## src/rtl/rocketcpu_irqc.sv

```systemverilog
// Wishbone interrupt controller: per-channel synchronisers, edge/level mode, polarity,
// W1C pending with software set, and a lowest-index-wins ACTIVE register.
module rocketcpu_irqc #(
    parameter int          NIRQ     = 8,
    parameter logic [31:0] BASE_ADR = 32'h0900_0000
) (
    input  logic            i_wb_clk,
    input  logic            i_wb_rst,
    input  logic [31:0]     i_wb_adr,
    input  logic [31:0]     i_wb_dat,
    input  logic            i_wb_we,
    input  logic            i_wb_cyc,
    output logic [31:0]     o_wb_rdt,
    output logic            o_wb_ack,
    input  logic [NIRQ-1:0] i_irq,
    output logic            o_irq
);

    logic [NIRQ-1:0] sync1_reg, sync2_reg, prev_reg;
    logic [NIRQ-1:0] pending_reg, enable_reg, mode_reg, polarity_reg;
    logic [NIRQ-1:0] pending_next, line_s, set_bits, clr_bits, wdat, pe;
    logic [2:0]      off;
    logic            access, hit, wr;
    logic [4:0]      active_idx;
    logic [31:0]     rd_word;
    logic            unused_bits;

    assign off    = i_wb_adr[4:2];
    assign access = i_wb_cyc & ~o_wb_ack;
    assign hit    = (i_wb_adr[31:5] == BASE_ADR[31:5]);
    assign wr     = access & hit & i_wb_we;
    assign wdat   = i_wb_dat[NIRQ-1:0];

    assign unused_bits = ^{i_wb_adr[1:0], i_wb_dat};

    assign line_s   = sync2_reg ^ polarity_reg;
    assign set_bits = (wr && off == 3'd5) ? wdat : '0;
    assign clr_bits = (wr && off == 3'd0) ? wdat : '0;
    assign pe       = pending_reg & enable_reg;

    // Edge channels: a new edge or SET wins over a coinciding W1C.
    // Level channels simply follow the line, so W1C cannot stick while it is asserted.
    assign pending_next = (mode_reg & ((pending_reg & ~clr_bits) | (line_s & ~prev_reg) | set_bits))
                        | (~mode_reg & (line_s | set_bits));

    // Descending scan so the lowest pending index is the last one assigned.
    always_comb begin
        active_idx = '0;
        for (int i = NIRQ - 1; i >= 0; i--) begin
            if (pe[i]) active_idx = 5'(i);
        end
    end

    always_comb begin
        rd_word = '0;
        if (hit) begin
            case (off)
                3'd0: rd_word[NIRQ-1:0] = pending_reg;
                3'd1: rd_word[NIRQ-1:0] = enable_reg;
                3'd2: rd_word[NIRQ-1:0] = mode_reg;
                3'd3: rd_word[NIRQ-1:0] = polarity_reg;
                3'd4: rd_word = {|pe, 26'd0, active_idx};
                default: rd_word = '0;
            endcase
        end
    end

    always_ff @(posedge i_wb_clk or posedge i_wb_rst) begin
        if (i_wb_rst) begin
            sync1_reg    <= '0;
            sync2_reg    <= '0;
            prev_reg     <= '0;
            pending_reg  <= '0;
            enable_reg   <= '0;
            mode_reg     <= '0;
            polarity_reg <= '0;
            o_wb_rdt     <= '0;
            o_wb_ack     <= 1'b0;
            o_irq        <= 1'b0;
        end else begin
            sync1_reg   <= i_irq;
            sync2_reg   <= sync1_reg;
            prev_reg    <= line_s;
            pending_reg <= pending_next;
            o_irq       <= |pe;
            o_wb_ack    <= access;
            if (access) o_wb_rdt <= rd_word;
            if (wr && off == 3'd1) enable_reg   <= wdat;
            if (wr && off == 3'd2) mode_reg     <= wdat;
            if (wr && off == 3'd3) polarity_reg <= wdat;
        end
    end

endmodule

```

## config.mk

```make
export PLATFORM = sky130hd
export DESIGN_NAME = rocketcpu_irqc
export DESIGN_NICKNAME = d
export VERILOG_FILES = /design/src/rtl/rocketcpu_irqc.sv
export SDC_FILE = /design/constraint.sdc
export NUM_CORES = 1
export LEC_CHECK = 0
export BUFFER_PORTS_ARGS = -buffer_cell sky130_fd_sc_hd__buf_4
export CORE_UTILIZATION = 53
export DETAILED_ROUTE_END_ITERATION = 8
export PLACE_DENSITY_LB_ADDON = 0.25
export SYNTH_ARGS = -nofsm -noshare
export SYNTH_HDL_FRONTEND = slang
export SYNTH_SLANG_ARGS = --single-unit
```

## constraint.sdc

```tcl
create_clock -name i_wb_clk -period 4.3 [get_ports i_wb_clk]
set_input_delay 0.645 -clock i_wb_clk [delete_from_list [all_inputs] [get_ports i_wb_clk]]
set_output_delay 0.645 -clock i_wb_clk [all_outputs]
set_load 0.01 [all_outputs]
```

==> results.json, run 1 <==
{
  "cp.required_ns": 4.53,
  "die_width_um": 77.5,
  "ff2ff_path_depth": 5,
  "finalHoldViolations": 0,
  "setup_viol": 0,
  "num-fill-cells": 428,
  "status": "finished, final reports clean",
  "hold_path_class": "reg2reg",
  "cts.sink_count": 67,
  "top_register": "o_wb_rdt",
  "p_leak_nw": 1.74,
  "postSynthCellCount": 234,
  "mostFrequentLayoutCell": "dfrtp_1",
  "slew_violations": 0,
  "cts.htree.levels": 3,
  "cp_cell_sequence": "buf_4 > or4_4 > nor4_4 > buf_4 > and4_1 > mux2_2",
  "coreArea_um2": 5510,
  "routed_wl_um": 5960,
  "grt_max_degree": 41,
  "peakVddDrop_v": 0.000241,
  "cts_setup_buffers": 0,
  "end_kind": "flop",
  "finalHoldWorstSlack_ns": 0.349,
  "cts_made_buffers": 9,
  "fin_nets": 372,
  "antenna_found_initial": 0,
  "grt-ovfl-total": 0,
  "synth.cell_area_um2": 3020,
  "finalClockSkew_ns": 0.00525,
  "ys_warn_count": 0,
  "routed_via_density": 5.59,
  "ant_nets": 0,
  "drtIter0Drc": 152,
  "synth.distinct_cells": 36,
  "holdPathStages": 0,
  "grt_pass1_wl_um": 9470,
  "startpoint_type": "input pin",
  "finalCritPeriodShare_pct": 56.9,
  "rsz0062_at_grt": "false",
  "place_area_um2": 3430,
  "synth-seq-cells": 67,
  "dp.cells": 357,
  "antenna_cells": 0,
  "track_usage_pct": 21.2,
  "largest_reg_flops": 9,
  "avgSynthCellArea_um2": 12.9,
  "cts_root_buffer": "clkbuf_8",
  "vias": 2080,
  "core.rowCount": 27,
  "cts_tree": "yes",
  "max_stage_delay_ns": 0.54,
  "clkTransAtPathRegs_ns": 0.07,
  "layout-drive-gt1-share_pct": 37.0,
  "routedWlPerCell_um": 16.0,
  "power_mw": 1.24,
  "worstPathArrival_ns": 2.67,
  "initial_core_util_pct": 54.8,
  "gp_congestion": 0.804,
  "fp.dieArea_um2": 6000,
  "die_y_um": 77.5,
  "drc_errors": 0,
  "period_minus_slack_ns": 2.45,
  "fin_setup_tns_ns": 0,
  "hpwlAfterDp_um": 4210,
  "io_buffers": 60,
  "place_ws_ns": 1.48,
  "critPathMostFrequentCell": "buf_4",
  "first_pass_iters": 4,
  "worst_pin_slew_ns": 0.934,
  "worstSetupPathType": "in2reg",
  "crit_slowest_cell": "or4_4",
  "first_global_vias": 1979,
  "pin_count": 110,
  "cts_resized": 0,
  "fin_ws_ns": 1.85,
  "design_area_um2": 3610,
  "clk_path_buf_depth": 2,
  "clkLatencyLatePin_ns": 0.34,
  "max_freq_mhz": 409,
  "final_util_pct": 65.6,
  "power.density_nw_per_um2": 342,
  "yosysSeqAreaShare_pct": 55.5,
  "final_cells": 372,
  "area_growth_pct": 19.7,
  "maxCapViolCount": 0,
  "final_cell_mix": "dfrtp_1 (67), buf_4 (62), nand2_1 (28)",
  "hold_buffers": 0,
  "relSlewSlack_pct": 37.6,
  "worst-path-max-fanout": 15
}
## layer usage
layer,global-route usage (%),vias up,routed length [µm]
li1,-,941,-
met4,9.25,0,86
met3,5.41,11,481
met1,26.2,1014,2440
met5,0,-,0
met2,35.2,114,2950
## Yosys cell counts
cell | count | area [µm²]
a211o_1 | 1 | 8.76
a21boi_0 | 1 | 7.51
a21oi_1 | 5 | 25.0
a221o_1 | 7 | 70.1
a22o_1 | 7 | 61.3
a22oi_1 | 1 | 7.51
a32oi_1 | 1 | 8.76
a41oi_1 | 8 | 70.1
and2_1 | 1 | 6.26
and3_1 | 1 | 6.26
and3b_1 | 1 | 8.76
and4_1 | 2 | 17.5
and4b_1 | 1 | 10.0
buf_1 | 1 | 3.75
buf_2 | 1 | 5.00
buf_4 | 27 | 203
clkbuf_1 | 4 | 15.0
conb_1 | 1 | 3.75
dfrtp_1 | 67 | 1680
inv_1 | 3 | 11.3
mux2_2 | 24 | 270
mux4_2 | 8 | 180
nand2_1 | 28 | 105
nand2b_1 | 1 | 6.26
nand3_1 | 2 | 10.0
nand4_1 | 5 | 31.3
nor2_1 | 1 | 3.75
nor2b_1 | 2 | 12.5
nor3_1 | 1 | 5.00
nor3b_1 | 1 | 7.51
nor4_1 | 4 | 25.0
nor4_4 | 1 | 21.3
nor4b_1 | 1 | 8.76
o21ai_0 | 5 | 25.0
or4_4 | 1 | 11.3
xor2_1 | 8 | 70.1
## report_power, final
part | switching, mW | internal [mW] | total [mW] | leakage [nW]
clock | 0.227 | 0.262 | 0.489 | 0.0881
combinational | 0.0496 | 0.0436 | 0.0933 | 0.796
sequential | 0.00791 | 0.646 | 0.654 | 0.861
total | 0.285 | 0.952 | 1.24 | 1.74
## cells by family (layout without fill, tap and decap cells)
logic type	Yosys count	in the layout	synth area share, %
simple gates	54	54	9.82
mux	32	32	14.9
compound gates	36	36	9.41
other cells	1	23	0.124
flops	67	67	55.5
buf+inv	36	80	7.87
xor+xnor	8	8	2.32
## critical path: cells and delay by family
kind / cells / cell delay, ns
mux: 1 / 0.39
buf+inv: 2 / 0.36
simple gates: 3 / 1.27
## cell type report
type,count,area (µm²),area share (%)
Clock buffer,10,128,3.53
Clock inverter,5,55.1,1.52
Inverter,3,11.3,0.312
Multi-Input combinational cell,153,1190,32.9
Sequential cell,67,1680,46.4
Tap cell,72,90.1,2.49
Timing Repair Buffer,62,465,12.9
## worst paths after layout
kind | start | to | slack, ns
worst max-delay path | i_wb_adr[7] | polarity_reg[2] | 1.85
worst min-delay path | sync1_reg[5] | sync2_reg[5] | 0.35
worst max register to register | o_wb_ack | polarity_reg[2] | 1.96
worst min register to register | sync1_reg[5] | sync2_reg[5] | 0.35
max in group asynchronous | i_wb_rst | o_wb_rdt[0] | 2.97
min in group asynchronous | i_wb_rst | sync2_reg[3] | 0.47
(Power assumes the default switching activity.)
==> run 2: changes to the inputs <==
CORE_UTILIZATION = 49   (was 53)
clock period = 2.5 ns   (was 4.3 ns; I/O delays follow)
==> results.json, run 2 (synthesis gave the netlist of run 1 again) <==
{
  "fin_nets": 383,
  "ff2ff_path_depth": 5,
  "max_stage_delay_ns": 0.53,
  "rsz0062_at_grt": "false",
  "first_pass_iters": 4,
  "finalClockSkew_ns": 0.00520,
  "clkTransAtPathRegs_ns": 0.07,
  "p_leak_nw": 1.84,
  "max_freq_mhz": 507,
  "first_global_vias": 2130,
  "grt_pass1_wl_um": 9850,
  "routed_wl_um": 6140,
  "area_growth_pct": 24.4,
  "cts_tree": "yes",
  "cts_setup_buffers": 0,
  "antenna_found_initial": 0,
  "antenna_cells": 0,
  "rr_startpoint": "o_wb_ack",
  "grt-ovfl-total": 0,
  "finalCritPeriodShare_pct": 78.9,
  "final_cell_mix": "buf_4 (72), dfrtp_1 (67), nand2_1 (28)",
  "worstPathArrival_ns": 2.20,
  "cts_made_buffers": 9,
  "die_y_um": 80.5,
  "cts_resized": 0,
  "hold_buffers": 0,
  "maxCapViolCount": 0,
  "worst-path-max-fanout": 6,
  "cts.sink_count": 67,
  "power.density_nw_per_um2": 612,
  "top_register": "o_wb_rdt",
  "initial_core_util_pct": 51.0,
  "hpwlAfterDp_um": 4460,
  "cts.htree.levels": 3,
  "fp.dieArea_um2": 6480,
  "gp_congestion": 0.769,
  "power_mw": 2.30,
  "vias": 2100,
  "hold_path_class": "in2async",
  "crit_slowest_cell": "or4_4",
  "layout-drive-gt1-share_pct": 39.7,
  "routedWlPerCell_um": 15.9,
  "period_minus_slack_ns": 1.97,
  "largest_reg_flops": 9,
  "final_cells": 387,
  "drtIter0Drc": 189,
  "critPathMostFrequentCell": "buf_4",
  "cts_root_buffer": "clkbuf_8",
  "cp.required_ns": 2.72,
  "drc_errors": 0,
  "grt_max_degree": 46,
  "end_kind": "flop",
  "track_usage_pct": 21.2,
  "status": "finished, final reports clean",
  "mostFrequentLayoutCell": "buf_4",
  "finalHoldViolations": 0,
  "startpoint_type": "input pin",
  "peakVddDrop_v": 0.000484,
  "setup_viol": 0,
  "routed_via_density": 5.43,
  "cp_cell_sequence": "buf_4 > or4_4 > nor4_4 > and4b_1 > buf_4 > mux2_2",
  "dp.cells": 371,
  "rr_endpoint": "mode_reg[4]",
  "pin_count": 110,
  "slew_violations": 0,
  "clk_path_buf_depth": 2,
  "r2r_setup_slack_ns": 0.57,
  "core.rowCount": 28,
  "coreArea_um2": 5920,
  "clkLatencyLatePin_ns": 0.34,
  "die_width_um": 80.5,
  "ant_nets": 0,
  "fin_setup_tns_ns": 0,
  "io_buffers": 60,
  "worstSetupPathType": "in2reg"
}
run 2: power breakdown:
group | switching, mW | internal, mW
Clock | 0.395 | 0.611
Sequential | 0.0139 | 1.11
Combinational | 0.0866 | 0.0806
Total | 0.495 | 1.80
run 2: how the worst max path moves through the flow:
stage / from / to / slack (ns) / depth (start not counted)
floorplan: i_wb_rst / enable_reg[0] / 0.44 / 1
global placement: i_wb_adr[7] / mode_reg[6] / 0.16 / 6
detailed placement: i_wb_adr[7] / mode_reg[4] / 0.18 / 6
CTS: i_wb_adr[7] / mode_reg[4] / 0.54 / 6
global route: o_wb_ack / mode_reg[5] / 0.46 / 5
finish: i_wb_adr[7] / mode_reg[4] / 0.53 / 6
run 2: per-layer routing:
metal / GRT usage (%) / share of wire (%) / routed length [µm]
met3: 5.80 / 9.0 / 552
met5: 0 / 0 / 0
met2: 35.1 / 50 / 3060
met1: 25.2 / 39 / 2400
met4: 10.9 / 2.0 / 124
run 2: final cells by class:
type / count / area [µm²]
clock buffer: 11 / 151
clock inverter: 5 / 75.1
fill: 478 / 2160
inverter: 3 / 11.3
multi-input combinational: 153 / 1190
sequential: 67 / 1680
tap: 75 / 93.8
timing repair buffer: 73 / 561
run 2: critical path: cells and delay by family:
family,cells,cell delay [ns]
buffers and inverters,2,0.28
multiplexers,1,0.34
AND/OR/NAND/NOR,3,1.20
run 2: through the flow:
step                      setup WS (ns)  cell area, µm²  utilization (%)  hold slack, ns
after global routing              0.455            3760             63.4          0.0936
after floorplan                   0.442            3100                -           0.331
after global placement            0.159            3530             59.6           0.331
after detailed placement          0.182            3530             59.6           0.335
final                             0.527            3760             63.4          0.0558
after CTS                         0.537            3760             63.4          0.0670
==> run 3: changes to the inputs <==
CORE_UTILIZATION = 44   (was 49)
clock period = 1.6 ns   (was 2.5 ns; I/O delays follow)
==> results.json, run 3 (synthesis gave the netlist of run 1 again) <==
{
  "core.rowCount": 29,
  "peakVddDrop_v": 0.000800,
  "fin_setup_tns_ns": -5.29,
  "max_freq_mhz": 554,
  "setup_viol": 31,
  "power_mw": 3.62,
  "p_leak_nw": 1.92,
  "area_growth_pct": 34.1,
  "track_usage_pct": 19.5,
  "grt-ovfl-total": 0,
  "routed_via_density": 5.33,
  "routedWlPerCell_um": 15.8,
  "status": "finished, violations left",
  "design_area_um2": 4050,
  "gp_congestion": 0.774,
  "worst-path-max-fanout": 8,
  "power.density_nw_per_um2": 893,
  "cts_root_buffer": "clkbuf_8",
  "drc_errors": 14,
  "violations": "design-rule violations, negative setup slack",
  "grt_pass1_wl_um": 10400,
  "num-fill-cells": 514,
  "maxCapViolCount": 0,
  "period_minus_slack_ns": 1.80,
  "die_width_um": 84.8,
  "cts_made_buffers": 9,
  "drtIter0Drc": 136,
  "fin_ws_ns": -0.204,
  "pin_count": 110,
  "cp.required_ns": 1.83,
  "initial_core_util_pct": 46.5,
  "slew_violations": 0,
  "top_register": "o_wb_rdt",
  "cts.sink_count": 67,
  "clkLatencyLatePin_ns": 0.34,
  "crit_start": "i_wb_adr[14]",
  "end_kind": "flop",
  "fin_nets": 396,
  "largest_reg_flops": 9,
  "worstSetupPathType": "in2reg",
  "startpoint_type": "input pin",
  "finalHoldViolations": 0,
  "rr_startpoint": "o_wb_ack",
  "finalCritPeriodShare_pct": 113,
  "antenna_cells": 0,
  "clk_path_buf_depth": 2,
  "place_area_um2": 3630,
  "hp-start": "i_wb_dat[7]",
  "routed_wl_um": 6340,
  "io_buffers": 60,
  "hold_path_class": "in2reg",
  "fp.dieArea_um2": 7200,
  "ant_nets": 0,
  "hpwlAfterDp_um": 4460,
  "rsz0062_at_grt": "true",
  "cts.htree.levels": 3,
  "final_cell_mix": "dfrtp_1 (67), buf_4 (67), nand2_1 (28)",
  "finalHoldWorstSlack_ns": 0.161,
  "antenna_found_initial": 0,
  "die_y_um": 84.8,
  "vias": 2144,
  "first_pass_iters": 6,
  "coreArea_um2": 6490,
  "cts_tree": "yes",
  "grt_max_degree": 28,
  "worstPathArrival_ns": 2.03,
  "first_global_vias": 2075,
  "clkTransAtPathRegs_ns": 0.07,
  "final_util_pct": 62.3,
  "layout-drive-gt1-share_pct": 41.8,
  "finalClockSkew_ns": 0.00638
}
[run 3: cell types whose count changed in the layout (fill, tap and decap cells not counted), sizes merged]
| cell | previous run | this run |
|---|---|---|
| buf | 73 | 77 |
| clkinvlp | 0 | 1 |
| dlygate4sd3 | 0 | 9 |
| inv | 3 | 2 |
[run 3: final timing paths]
| check | to | depth (start not counted) | slack [ns] |
|---|---|---|---|
| min | pending_reg[7] | 2 | 0.16 |
| min in group asynchronous | polarity_reg[6] | 3 | 0.48 |
| max | mode_reg[7] | 7 | -0.20 |
| max in group asynchronous | prev_reg[1] | 4 | 0.65 |
| max reg2reg | mode_reg[7] | 6 | -0.13 |
| min reg2reg | sync2_reg[1] | 0 | 0.35 |
[run 3: critical path, cell delays in order]
cell     delay [ns]
buf_6          0.09
or4_4          0.54
nor4_4         0.27
buf_4          0.18
and4b_1        0.21
buf_6          0.16
mux2_2         0.34
[run 3: repair_timing]
action	CTS	global route
pin swaps	4	10
hold buffers	9	0
hold endpoints to repair	26	0
gates resized for setup	15	9
buffers inserted	2	2
endpoints found under the setup margin	40	40
[run 3: layer usage]
metal	routed length, µm	GRT usage [%]	up-vias	part of all wire [%]
met4	110	7.86	0	1.7
li1	-	-	992	-
met2	3100	31.0	95	49
met3	443	6.71	9	7.0
met5	0	0	-	0
met1	2690	24.7	1048	42
[run 3: area by class of cell]
cell class,instances,area [µm²],share of cell area [%]
Clock inverter,5,75.1,1.85
Timing Repair Buffer,86,741,18.3
Multi-Input combinational cell,153,1290,31.9
Tap cell,77,96.3,2.38
Inverter,3,15.0,0.371
Clock buffer,11,151,3.74
Sequential cell,67,1680,41.4
[run 3: report_power, final]
part	internal, mW	leakage (nW)	switching (mW)	total (mW)
clock network	0.954	0.119	0.610	1.56
registers	1.74	0.861	0.0208	1.76
logic	0.150	0.945	0.145	0.295
total	2.84	1.92	0.776	3.62
[run 3: stage by stage]
step,instances,worst slack [ns]
2_1_floorplan,256,-0.177
3_3_place_gp,374,-0.512
3_5_place_dp,374,-0.569
4_1_cts,400,-0.181
5_1_grt,402,-0.253
6_report,402,-0.204
